### config.mk
export PLATFORM = sky130hd
export DESIGN_NAME = uart_txrx_core
export DESIGN_NICKNAME = d
export VERILOG_FILES = /design/src/rtl/uart_txrx_core.sv
export SDC_FILE = /design/constraint.sdc
export NUM_CORES = 1
export LEC_CHECK = 0
export ABC_AREA = 0
export CORE_MARGIN = 3
export CORE_UTILIZATION = 37
export CTS_CLUSTER_DIAMETER = 60
export DETAILED_ROUTE_END_ITERATION = 10
export MAX_ROUTING_LAYER = met4
export PLACE_DENSITY = 0.65
export SYNTH_ARGS = -nofsm -noshare
export SYNTH_HDL_FRONTEND = slang
export SYNTH_SLANG_ARGS = --single-unit
### constraint.sdc
create_clock -name CK_i -period 2.65 [get_ports CK_i]
set_input_delay 0.6625 -clock CK_i [delete_from_list [all_inputs] [get_ports CK_i]]
set_output_delay 0.6625 -clock CK_i [all_outputs]
set_load 0.02 [all_outputs]
### src/rtl/uart_txrx_core.sv
// Purpose     : 8N1 UART transmitter and receiver with ASCII command pre-decode on received bytes.
// Latency     : TX drives the start bit on the accept edge; RX DONE_o rises N/2+1 clocks into the stop bit.
// Backpressure: STB_o=0 while a frame is on the wire; REQ_i is ignored until STB_o returns to 1.
//
// Ports: CK_i clock, XARST_i sync active-low reset,
//        TX: BYTEs_i/REQ_i in, TXD_o serial out, STB_o ready,
//        RX: RXD_i serial in (pre-synchronized), BYTEs_o last good byte, HEXs_o/CRLF_DET_o/W_DET_o/R_DET_o
//            decode of BYTEs_o, DONE_o one-cycle received pulse.
module uart_txrx_core #(
    parameter int C_F_CK = 135_000_000,
    parameter int C_BAUD = 31_250
) (
    input  logic       CK_i,
    input  logic       XARST_i,
    input  logic [7:0] BYTEs_i,
    input  logic       REQ_i,
    output logic       TXD_o,
    output logic       STB_o,
    input  logic       RXD_i,
    output logic [7:0] BYTEs_o,
    output logic [3:0] HEXs_o,
    output logic       CRLF_DET_o,
    output logic       W_DET_o,
    output logic       R_DET_o,
    output logic       DONE_o
);

    // Clocks per bit, rounded to nearest.
    localparam int N  = (C_F_CK + C_BAUD / 2) / C_BAUD;
    localparam int CW = (N > 2) ? $clog2(N) : 1;
    localparam logic [CW-1:0] BIT_LAST  = CW'(N - 1);
    localparam logic [CW-1:0] HALF_LAST = CW'(N / 2 - 1);
    localparam logic [CW-1:0] CNT_ONE   = CW'(1);

    // ------------------------------------------------------------------
    // Transmitter
    // ------------------------------------------------------------------
    typedef enum logic [1:0] {TX_IDLE, TX_START, TX_DATA, TX_STOP} tx_state_t;

    tx_state_t       tx_state;
    logic [CW-1:0]   tx_cnt;
    logic [2:0]      tx_bit;
    logic [7:0]      tx_sh;

    always_ff @(posedge CK_i) begin
        if (!XARST_i) begin
            tx_state <= TX_IDLE;
            tx_cnt   <= '0;
            tx_bit   <= '0;
            tx_sh    <= '0;
            TXD_o    <= 1'b1;
            STB_o    <= 1'b1;
        end else begin
            case (tx_state)
                TX_IDLE: begin
                    if (REQ_i) begin
                        tx_sh    <= BYTEs_i;
                        tx_cnt   <= '0;
                        tx_bit   <= '0;
                        TXD_o    <= 1'b0;
                        STB_o    <= 1'b0;
                        tx_state <= TX_START;
                    end
                end
                TX_START: begin
                    if (tx_cnt == BIT_LAST) begin
                        // Shift register always presents the next data bit at [0].
                        tx_cnt   <= '0;
                        TXD_o    <= tx_sh[0];
                        tx_sh    <= {1'b0, tx_sh[7:1]};
                        tx_state <= TX_DATA;
                    end else begin
                        tx_cnt <= tx_cnt + CNT_ONE;
                    end
                end
                TX_DATA: begin
                    if (tx_cnt == BIT_LAST) begin
                        tx_cnt <= '0;
                        if (tx_bit == 3'd7) begin
                            TXD_o    <= 1'b1;
                            tx_state <= TX_STOP;
                        end else begin
                            tx_bit <= tx_bit + 3'd1;
                            TXD_o  <= tx_sh[0];
                            tx_sh  <= {1'b0, tx_sh[7:1]};
                        end
                    end else begin
                        tx_cnt <= tx_cnt + CNT_ONE;
                    end
                end
                TX_STOP: begin
                    if (tx_cnt == BIT_LAST) begin
                        tx_cnt   <= '0;
                        STB_o    <= 1'b1;
                        tx_state <= TX_IDLE;
                    end else begin
                        tx_cnt <= tx_cnt + CNT_ONE;
                    end
                end
                default: tx_state <= TX_IDLE;
            endcase
        end
    end

    // ------------------------------------------------------------------
    // Receiver
    // ------------------------------------------------------------------
    typedef enum logic [2:0] {RX_IDLE, RX_START, RX_DATA, RX_STOP, RX_BREAK} rx_state_t;

    rx_state_t       rx_state;
    logic [CW-1:0]   rx_cnt;
    logic [2:0]      rx_bit;
    logic [7:0]      rx_sh;

    logic [3:0]      hex_nxt;
    logic            crlf_nxt;
    logic            w_nxt;
    logic            r_nxt;

    // Decode of the byte assembled in rx_sh; only registered on a good stop bit.
    always_comb begin
        hex_nxt = 4'd0;
        if (rx_sh >= 8'h30 && rx_sh <= 8'h39) begin
            hex_nxt = rx_sh[3:0];
        end else if ((rx_sh >= 8'h41 && rx_sh <= 8'h46) || (rx_sh >= 8'h61 && rx_sh <= 8'h66)) begin
            hex_nxt = rx_sh[3:0] + 4'd9;
        end
        crlf_nxt = (rx_sh == 8'h0D) || (rx_sh == 8'h0A);
        w_nxt    = (rx_sh == 8'h57) || (rx_sh == 8'h77);
        r_nxt    = (rx_sh == 8'h52) || (rx_sh == 8'h72);
    end

    always_ff @(posedge CK_i) begin
        if (!XARST_i) begin
            rx_state   <= RX_IDLE;
            rx_cnt     <= '0;
            rx_bit     <= '0;
            rx_sh      <= '0;
            BYTEs_o    <= '0;
            HEXs_o     <= '0;
            CRLF_DET_o <= 1'b0;
            W_DET_o    <= 1'b0;
            R_DET_o    <= 1'b0;
            DONE_o     <= 1'b0;
        end else begin
            DONE_o <= 1'b0;
            case (rx_state)
                RX_IDLE: begin
                    if (!RXD_i) begin
                        rx_cnt   <= '0;
                        rx_state <= RX_START;
                    end
                end
                RX_START: begin
                    // Re-check the line at mid start bit to reject glitches.
                    if (rx_cnt == HALF_LAST) begin
                        rx_cnt <= '0;
                        rx_bit <= '0;
                        rx_state <= RXD_i ? RX_IDLE : RX_DATA;
                    end else begin
                        rx_cnt <= rx_cnt + CNT_ONE;
                    end
                end
                RX_DATA: begin
                    if (rx_cnt == BIT_LAST) begin
                        rx_cnt <= '0;
                        rx_sh  <= {RXD_i, rx_sh[7:1]};
                        rx_bit <= rx_bit + 3'd1;
                        if (rx_bit == 3'd7) begin
                            rx_state <= RX_STOP;
                        end
                    end else begin
                        rx_cnt <= rx_cnt + CNT_ONE;
                    end
                end
                RX_STOP: begin
                    if (rx_cnt == BIT_LAST) begin
                        rx_cnt <= '0;
                        if (RXD_i) begin
                            BYTEs_o    <= rx_sh;
                            HEXs_o     <= hex_nxt;
                            CRLF_DET_o <= crlf_nxt;
                            W_DET_o    <= w_nxt;
                            R_DET_o    <= r_nxt;
                            DONE_o     <= 1'b1;
                            rx_state   <= RX_IDLE;
                        end else begin
                            rx_state <= RX_BREAK;
                        end
                    end else begin
                        rx_cnt <= rx_cnt + CNT_ONE;
                    end
                end
                RX_BREAK: begin
                    // Framing error: wait for the line to go idle before hunting again.
                    if (RXD_i) begin
                        rx_state <= RX_IDLE;
                    end
                end
                default: rx_state <= RX_IDLE;
            endcase
        end
    end

endmodule

==> impl_metrics.ini <==
[drt]
finalWirelength_um = 7730
vias = 3184
ant_nets = 0
first_pass_iters = 4
drc_errors = 0
drt-vias-per-instance = 5.33
routedWlPerCell_um = 12.9
drt-initial-drc-count = 157

[hold_path]
hp-class = reg2reg

[power_and_ir_drop]
p_leak_nw = 1.40
switchingPower_uw = 932
pwr_density_cell_nw_per_um2 = 679
ir_worst_vdd_v = 0.000285
pwr-share-seq_pct = 43.5
switching_share_pct = 32.8
pwr-share-clk_pct = 31.4
combPwrFrac_pct = 25.1
p_int_mw = 1.91

[clocking]
cts_resized = 0
clock_sinks = 71
clk_latency_ps = 350
htree_num_levels = 3
numCtsBuffers = 9
clk_pin_slew_ps = 90
cts_tree = yes
cts_hold_buffers = 0
clockBufferDepth = 2
cts_root_buf = clkbuf_8
postCtsSetupBuffers = 0

[worst_setup_path]
critPathMaxFanout = 8
crit_type = reg2reg
crit_path_end_kind = flop
worst_ep_required_time_ps = 2940
cp.arrival_ps = 2520
cp-start-kind = flop

[global_routing]
grt-ovfl-total = 0
grt_max_degree = 32
first_global_vias = 3006
grt_pass1_wl_um = 13600
grt.total_usage_pct = 15.3
antenna_found_initial = 0

[die]
num_rows = 35
die_h_um = 104
io_pins = 30
dieArea_um2 = 10900
fp.dieW_um = 104
floorplan.initialDensity_pct = 38.4
coreArea_um2 = 9330

[finish]
drive_above_1_share_pct = 8.33
area_growth_pct = 17.0
layoutNonFillerInstCount = 597
fill_cells = 914
final_net_count = 489
final_design_area_no_fill_um2 = 4190
n_antenna_cell = 0

[logic_synthesis]
synth_xor_area_share_pct = 1.22
avgSynthCellArea_um2 = 8.18
yosysSeqAreaShare_pct = 39.7
muxShareOfSynthArea_pct = 3.70
syn_nets = 464
yosysWarningCount = 0
synthAdderAreaFrac_pct = 4.89
synth-edff-count = 0
yosys_register_bits = 71
synth.distinct_cells = 61
synth_top_family_by_area = simple AND/OR/NAND/NOR gates
synthFlopType = dfxtp_1
syn_inst = 438
async_reset_ff_share_pct = 0
netlist_area_um2 = 3580
synth-simple-area-share_pct = 26.0
synth-compound-area-share_pct = 20.7

[timing]
tightest_slew_ps = 656
finalCritPeriodShare_pct = 84.2
drv_slew = 0
tns_ps = 0
holdWs_ps = 457
maxSlewHeadroom_pct = 56.2
finalHoldViolations = 0
fin_skew_ps = 13.8
final.min_clock_period_ps = 2230
fmax_mhz = 448
rsz0062_at_grt = no
finalSetupViolations = 0

[job]
drv_cap = 0

[placement]
dpl.cell_count = 581
dp_hpwl_um = 5450
place_congestion = 0.856
placed_cell_area_um2 = 3990
numPortBuffers = 29

[outcome]
status = finished, final reports clean
[worst max-delay path, stage by stage (launching register included)]
cell and delay [ps]:
dfxtp_1 390, ha_1 260, nand4_1 340, or3_1 480, nor3_2 280, mux2_1 350
nor2_1 80
[final cells by class]
type	instances	area, µm²	share of cell area (%)
inverter	8	30.0	0.717
tap	129	161	3.85
clock inverter	7	77.6	1.85
sequential	71	1420	33.9
timing repair buffer	37	350	8.36
multi-input combinational	336	2020	48.3
clock buffer	9	124	2.96
[registers in the layout (all words and copies together), names as in the netlist, 4 cells and up]
signal,cells
rx_sh,8
BYTEs_o,8
rx_cnt,13
tx_cnt,13
HEXs_o,4
tx_sh,8
[per-layer routing]
metal / global-route usage (%) / vias up / part of all wire [%]
met5: - / - / 0
met1: 19.0 / 1489 / 50
li1: - / 1643 / -
met4: 5.03 / 0 / 1.3
met2: 23.5 / 40 / 46
met3: 5.09 / 12 / 3.1
[synthesized netlist by cell type (3+ instances only)]
master | number | area share [%]
nor2_1 | 44 | 4.6
a211oi_1 | 10 | 2.1
a31oi_1 | 13 | 2.3
ha_1 | 14 | 4.9
nand4_1 | 9 | 1.6
xor2_1 | 5 | 1.2
mux2i_1 | 11 | 3.1
buf_2 | 3 | 0.42
nand4bb_1 | 4 | 1.3
clkbuf_1 | 15 | 1.6
o211ai_1 | 4 | 0.84
nand2b_1 | 5 | 0.87
o21ai_0 | 31 | 4.3
nand2_1 | 70 | 7.3
dfxtp_1 | 71 | 40
nor3_1 | 8 | 1.1
nand3_1 | 14 | 2.0
nor4_1 | 3 | 0.52
inv_1 | 8 | 0.84
a21oi_1 | 40 | 5.6
o31ai_1 | 5 | 1.0
nand3b_1 | 3 | 0.63
[power groups by stage]
stage	logic, mW	clock network [mW]	registers [mW]
2_1_floorplan	0.564	0	1.26
3_5_place_dp	0.720	0	1.26
6_report	0.715	0.893	1.24
3_3_place_gp	0.705	0	1.26
5_1_grt	0.822	0.973	1.25
4_1_cts	0.722	0.932	1.24
[cell families after synthesis]
group	Yosys count
flops	71
mux	13
xor+xnor	5
fa+ha+maj	14
compound gates	120
buf+inv	31
simple gates	184
[placed cells by master (no fill, tap or decap), types with 2 or more instances in the layout]
cell	n
dfxtp_1	71
nand3_1	14
nor3b_1	2
and4_2	2
a211oi_1	10
xor2_1	5
nor4_1	3
o211ai_1	4
nand2b_1	5
nand3b_1	3
clkdlybuf4s50_1	29
buf_4	8
a21oi_1	40
a22oi_1	2
nor2b_1	2
o31ai_1	5
a31oi_1	13
a32oi_1	2
nor3_1	8
inv_6	4
clkbuf_8	9
nor2_1	44
nor3_2	2
mux2i_1	11
ha_1	14
nand4_1	9
nand4bb_1	4
inv_1	8
nand4b_1	2
nand2_1	70
o21ai_0	31
[per-stage QoR]
stage | utilization, % | setup slack [ps] | total power [mW]
CTS | 44.9 | 406 | 2.89
finish | 44.9 | 418 | 2.84
detailed placement | 42.7 | 397 | 1.98
global route | 44.9 | 163 | 3.05
global placement | 42.7 | 414 | 1.96
floorplan | - | 603 | 1.82
[worst paths after layout]
path / startpoint / end / slack [ps] / depth (start not counted)
max: tx_cnt[0] / tx_bit[0] / 420 / 6
max reg2reg: tx_cnt[0] / tx_bit[0] / 420 / 6
min reg2reg: HEXs_o[2] / HEXs_o[2] / 460 / 2
min: HEXs_o[2] / HEXs_o[2] / 460 / 2
Power figures use the tool's default switching activity.
